### src/rtl/lcd_hex_frame_writer.sv
// HD44780 16x2 writer: one-time init, then endless refresh of a 64-bit word as
// two lines of 8 uppercase hex digits, each frame taken from a single snapshot.
module lcd_hex_frame_writer #(
    parameter int POWERUP_CYCLES    = 750000,
    parameter int E_HIGH_CYCLES     = 16,
    parameter int SETTLE_CYCLES     = 2000,
    parameter int CLEAR_WAIT_CYCLES = 82000
) (
    input  logic        clock,
    input  logic        reset,
    input  logic [63:0] value,
    output logic [7:0]  LCD_DATA,
    output logic        LCD_RS,
    output logic        LCD_RW,
    output logic        LCD_EN,
    output logic        init_done,
    output logic        frame_done
);
    typedef enum logic [2:0] {
        S_POWERUP,
        S_LOAD,
        S_SETUP,
        S_PULSE,
        S_WAIT
    } state_t;

    localparam logic [31:0] PU_T = 32'(POWERUP_CYCLES);
    localparam logic [31:0] E_T  = 32'(E_HIGH_CYCLES - 1);
    localparam logic [31:0] S_T  = 32'(SETTLE_CYCLES - 1);
    localparam logic [31:0] C_T  = 32'(CLEAR_WAIT_CYCLES - 1);

    state_t      state_q, state_d;
    logic [31:0] cnt_q, cnt_d;
    logic [4:0]  idx_q, idx_d;
    logic [63:0] snap_q, snap_d;
    logic [7:0]  data_q, data_d;
    logic        rs_q, rs_d;
    logic        en_q, en_d;
    logic        init_done_q, init_done_d;
    logic        frame_done_q, frame_done_d;

    logic [31:0] line_word;
    logic [2:0]  pos;
    logic [4:0]  nib_hi;
    logic [3:0]  nib;
    logic [7:0]  sel_byte;
    logic        sel_rs;
    logic [31:0] wait_t;

    // Character slots: idx 5..12 walk line 1, idx 14..21 walk line 2, MSB nibble first.
    always_comb begin
        line_word = (idx_q <= 5'd12) ? snap_q[63:32] : snap_q[31:0];
        pos       = (idx_q <= 5'd12) ? 3'(idx_q - 5'd5) : 3'(idx_q - 5'd14);
        nib_hi    = 5'd31 - {pos, 2'b00};
        nib       = line_word[nib_hi -: 4];
        sel_rs    = 1'b0;
        case (idx_q)
            5'd0:    sel_byte = 8'h38;
            5'd1:    sel_byte = 8'h0C;
            5'd2:    sel_byte = 8'h01;
            5'd3:    sel_byte = 8'h06;
            5'd4:    sel_byte = 8'h80;
            5'd13:   sel_byte = 8'hC0;
            default: begin
                sel_rs   = 1'b1;
                sel_byte = (nib < 4'd10) ? 8'h30 + {4'h0, nib} : 8'h37 + {4'h0, nib};
            end
        endcase
    end

    assign wait_t = (idx_q == 5'd2) ? C_T : S_T;

    always_comb begin
        state_d      = state_q;
        cnt_d        = cnt_q;
        idx_d        = idx_q;
        snap_d       = snap_q;
        data_d       = data_q;
        rs_d         = rs_q;
        en_d         = en_q;
        init_done_d  = init_done_q;
        frame_done_d = 1'b0;
        case (state_q)
            S_POWERUP: begin
                if (cnt_q == PU_T) begin
                    state_d = S_LOAD;
                    cnt_d   = '0;
                end else begin
                    cnt_d = cnt_q + 32'd1;
                end
            end
            S_LOAD: begin
                data_d  = sel_byte;
                rs_d    = sel_rs;
                state_d = S_SETUP;
                if (idx_q == 5'd4) snap_d = value;
            end
            S_SETUP: begin
                en_d    = 1'b1;
                cnt_d   = '0;
                state_d = S_PULSE;
            end
            S_PULSE: begin
                if (cnt_q == E_T) begin
                    en_d    = 1'b0;
                    cnt_d   = '0;
                    state_d = S_WAIT;
                end else begin
                    cnt_d = cnt_q + 32'd1;
                end
            end
            S_WAIT: begin
                if (cnt_q == wait_t) begin
                    cnt_d   = '0;
                    state_d = S_LOAD;
                    if (idx_q == 5'd3) init_done_d = 1'b1;
                    // Line 2's last digit closes the frame; init is never revisited.
                    if (idx_q == 5'd21) begin
                        idx_d        = 5'd4;
                        frame_done_d = 1'b1;
                    end else begin
                        idx_d = idx_q + 5'd1;
                    end
                end else begin
                    cnt_d = cnt_q + 32'd1;
                end
            end
            default: state_d = S_POWERUP;
        endcase
    end

    always_ff @(posedge clock or posedge reset) begin
        if (reset) begin
            state_q      <= S_POWERUP;
            cnt_q        <= '0;
            idx_q        <= '0;
            snap_q       <= '0;
            data_q       <= '0;
            rs_q         <= 1'b0;
            en_q         <= 1'b0;
            init_done_q  <= 1'b0;
            frame_done_q <= 1'b0;
        end else begin
            state_q      <= state_d;
            cnt_q        <= cnt_d;
            idx_q        <= idx_d;
            snap_q       <= snap_d;
            data_q       <= data_d;
            rs_q         <= rs_d;
            en_q         <= en_d;
            init_done_q  <= init_done_d;
            frame_done_q <= frame_done_d;
        end
    end

    assign LCD_DATA   = data_q;
    assign LCD_RS     = rs_q;
    assign LCD_RW     = 1'b0;
    assign LCD_EN     = en_q;
    assign init_done  = init_done_q;
    assign frame_done = frame_done_q;
endmodule
### config.mk
export PLATFORM = sky130hd
export DESIGN_NAME = lcd_hex_frame_writer
export DESIGN_NICKNAME = d
export VERILOG_FILES = /design/src/rtl/lcd_hex_frame_writer.sv
export SDC_FILE = /design/constraint.sdc
export NUM_CORES = 1
export LEC_CHECK = 0
export CAP_MARGIN = 20
export CORE_MARGIN = 2
export CORE_UTILIZATION = 55
export CTS_CLUSTER_DIAMETER = 150
export DETAILED_ROUTE_END_ITERATION = 16
export DONT_BUFFER_PORTS = 1
export PLACE_DENSITY = 0.73
export SLEW_MARGIN = 20
export SYNTH_ARGS = -nofsm -noshare
export SYNTH_HDL_FRONTEND = slang
export SYNTH_SLANG_ARGS = --single-unit
### constraint.sdc
create_clock -name clock -period 5 [get_ports clock]
set_input_delay 1.5 -clock clock [delete_from_list [all_inputs] [get_ports clock]]
set_output_delay 1.5 -clock clock [all_outputs]
set_load 0.02 [all_outputs]
==> impl_results.md <==
* Floorplan core area at 0.0107 mm^2
* Post-synthesis instance total at 523
* HPWL after detailed placement at 8.72 mm
* Clk_skew at 8.22 ps
* VDD IR max at 0.269 mV
* Die width at 108 um
* DRT antenna net count at 0
* Max_slew headroom at 36.7%
* Die ar. at 0.0117 mm^2
* FF+latch area at 0.00290 mm^2
* Setup TNS at 0 ps
* Slowest CP cell: mux4_2
* Largest net degree at the start of global routing at 67
* Drt total wl at 12.5 mm
* Worst-path cell chain: buf_4, inv_1, ha_1, inv_2, a31oi_2, buf_4, mux4_2, nor2b_1, a211oi_1, a21oi_1, inv_1, ha_1, a21oi_1, a221o_1
* Critical path class: flop to flop
* Static Leak at 2.88 nW
* Number of distinct library cells after synthesis at 59
* Synth Flop Type: dfrtp_1
* Arrival @ worst endpoint at 3800 ps
* Asr flop ratio synth at 100%
* Layout Nets at 595
* Required @ worst endpoint at 5400 ps
* Post-Syn Nets at 598
* Register bit total from synthesis at 116
* Clk slew on worst S/H paths at 60 ps
* Vias at 4119
* Initial antenna violation count at 3
* Design area at 0.00666 mm^2
* Max clock buf depth at 2
* Post-synth EDFFs at 0
* Avg Cell Area, Syn at 11.4 um^2
* Post-synthesis sequential area ratio at 48.5%
* Minimum clock period at 3390 ps
* Max-cap violations at 0
* Synthesis Warnings at 0
* Setup violations, final at 0
* Drt via density at 6.13
* Port Buf Inserts at 0
* Total CTS buffers at 17
* CTS-repair resized insts at 0
* Top delay family on crit path: compound AO/OA/AOI/OAI gates
* Clock Latency Late Sink at 530 ps
* Max Clk Rate at 0.295 GHz
* Die height at 108 um
* WL per Instance at 18.7 um
* Post-Syn Area at 0.00598 mm^2
* Post-CTS Repair Setup Buffers at 0
* Tightest Pin Transition at 949 ps
* H-tree Lvls at 4
* Iteration-0 DRC count of the detailed router at 217
* Worst Hold Class: flop to flop
* Worst Path Max Fanout at 21
* Crit end category: flop
* Setup crit start kind: flop
* DRT Pass-1 Iters at 4
* Status: finished, final reports clean
* Final worst-path cycle share at 67.8%
* Row cnt at 38
* CTS Hold Bufs at 0
* Ports at 79
* Global-route wire length before repair at 21.2 mm
* Starting Density at 55.7%
* Layout cells sized above 1 at 25.0%
* Area of the multi-input gates at 0.00287 mm^2
* Number of global-route vias before repair at 4240
* DR DRC count at 0
* Max-slew violations at 0
* TritonCTS clock tree: yes
* Fillers at 880
* Area Overhead vs Synth at 11.2%
* Gpl congestion at 0.799
* CTS Sinks at 116
* Buf+Inv Stages, Crit Path at 5
* CTS root buf: clkbuf_8
* Pwr dens at 339 mW/mm^2
* Hold Vio Cnt, Final at 0
* RSZ-0062 raised after global routing: no
* Crit path largest cell delay at 540 ps
* DP Area at 0.00605 mm^2
* GRT Total Usage at 23.9%
* GR Overflow Total at 0
-- power by group --
group | internal (mW) | switching [mW] | total (mW)
Sequential | 0.966 | 0.0145 | 0.981
Clock | 0.805 | 0.403 | 1.21
Combinational | 0.0337 | 0.0346 | 0.0683
-- worst reg2reg max path, cell delays in order (launching register included) --
cell and delay (ps):
dfrtp_1 350, buf_4 230, inv_1 160, ha_1 240
inv_2 60, a31oi_2 190, buf_4 330, mux4_2 540
nor2b_1 140, a211oi_1 240, a21oi_1 120, inv_1 90
ha_1 160, a21oi_1 100, a221o_1 330
-- kinds of logic after synthesis --
logic type	after synthesis	synth area share, %
AO/OA/AOI/OAI	98	10.6
multiplexers	95	21.4
AND/OR/NAND/NOR	158	13.5
flip-flops	116	48.5
buffers and inverters	43	3.49
other	1	0.0627
XOR/XNOR	3	0.439
adder cells (fa/ha/maj)	9	1.88
-- path summary, 6_finish.rpt --
path | start | slack (ps) | cells after the start | end
setup / recovery | idx_q[0] | 1610 | 14 | LCD_DATA[6]
hold / removal | snap_q[48] | 500 | 1 | snap_q[48]
setup reg to reg | idx_q[0] | 1610 | 14 | LCD_DATA[6]
hold reg to reg | snap_q[48] | 500 | 1 | snap_q[48]
max in group asynchronous | reset | 3140 | 2 | snap_q[42]
min in group asynchronous | reset | 1000 | 1 | snap_q[55]
-- layout make-up --
| type | instances | share of cell area (%) |
|---|---|---|
| inverter | 15 | 0.884 |
| antenna | 1 | 0.0376 |
| multi-input combinational | 364 | 43.2 |
| clock buffer | 22 | 7.11 |
| sequential | 116 | 43.6 |
| tap | 140 | 2.63 |
| clock inverter | 8 | 1.88 |
| timing repair buffer | 6 | 0.677 |
-- stage by stage --
step	setup WS, ps	utilization (%)	hold slack [ps]	instances	total power [mW]
after global placement	1740	56.3	482	641	1.06
after global routing	1220	61.9	524	672	2.33
after floorplan	428	-	468	523	1.05
final	1610	61.9	500	672	2.26
after CTS	1570	61.9	504	671	2.28
after detailed placement	1600	56.3	491	641	1.07
-- layer usage --
layer / up-vias / track usage (%) / share of wire, %
met5: - / 0 / 0.096
met4: 2 / 8.42 / 1.8
met3: 17 / 10.1 / 8.1
met2: 125 / 38.6 / 50
met1: 2045 / 28.8 / 40
li1: 1930 / - / -
-- layout by cell type, fill, tap and decap left out, types with 2 or more instances in the layout --
master	synthesis	routed
dfrtp_1	116	116
nand2_1	70	70
mux2_2	64	64
o21ai_1	27	27
nand3_1	18	18
mux4_2	16	16
clkbuf_16	0	16
nor2_1	13	13
inv_1	13	12
o31ai_1	11	11
and3_1	10	10
o21ai_0	10	10
a21o_1	10	10
a31oi_1	10	10
mux2i_1	10	10
a21oi_1	9	9
ha_1	9	9
nand4_1	7	7
nor3_1	7	7
and4_1	7	7
buf_4	1	6
clkbuf_8	0	5
nor4_1	4	4
mux2i_4	4	4
nor2b_1	3	3
and2_1	3	3
or3_1	3	3
bufinv_16	0	3
nand2b_1	2	2
or4b_1	2	2
inv_2	2	2
o21ai_2	2	2
o21a_1	2	2
xnor2_1	2	2
o41ai_1	2	2
or2_2	2	2
o311ai_1	2	2
o22ai_1	2	2
clkinv_2	0	2
clkinv_4	0	2
-- flip-flops by register name, indices dropped and copies added (netlist names) --
signal	flops
snap_q	64
cnt_q	32
LCD_DATA	8
init_done	1
LCD_RS	1
idx_q	5
state_q	3
LCD_EN	1
frame_done	1
-- synth_stat cells, drive strengths merged, types with 3 or more instances --
cell    instances  area, um^2
a31oi          11        75.1
nor2           13        48.8
mux2i          14         190
a21oi           9        45.0
inv            15        56.3
nand2          70         263
a21o           10        75.1
clkbuf         12        45.0
nor3            8        45.0
nand3          19         100
and3           10        62.6
nor2b           3        18.8
o31ai          11        82.6
mux4           16         360
buf            16         108
or3             3        18.8
and2            3        18.8
o21ai          39         203
and4            7        61.3
nor4            6        58.8
nand4           7        43.8
dfrtp         116        2900
mux2           65         732
ha              9         113
No activity file was read; power rests on OpenSTA's default activity.
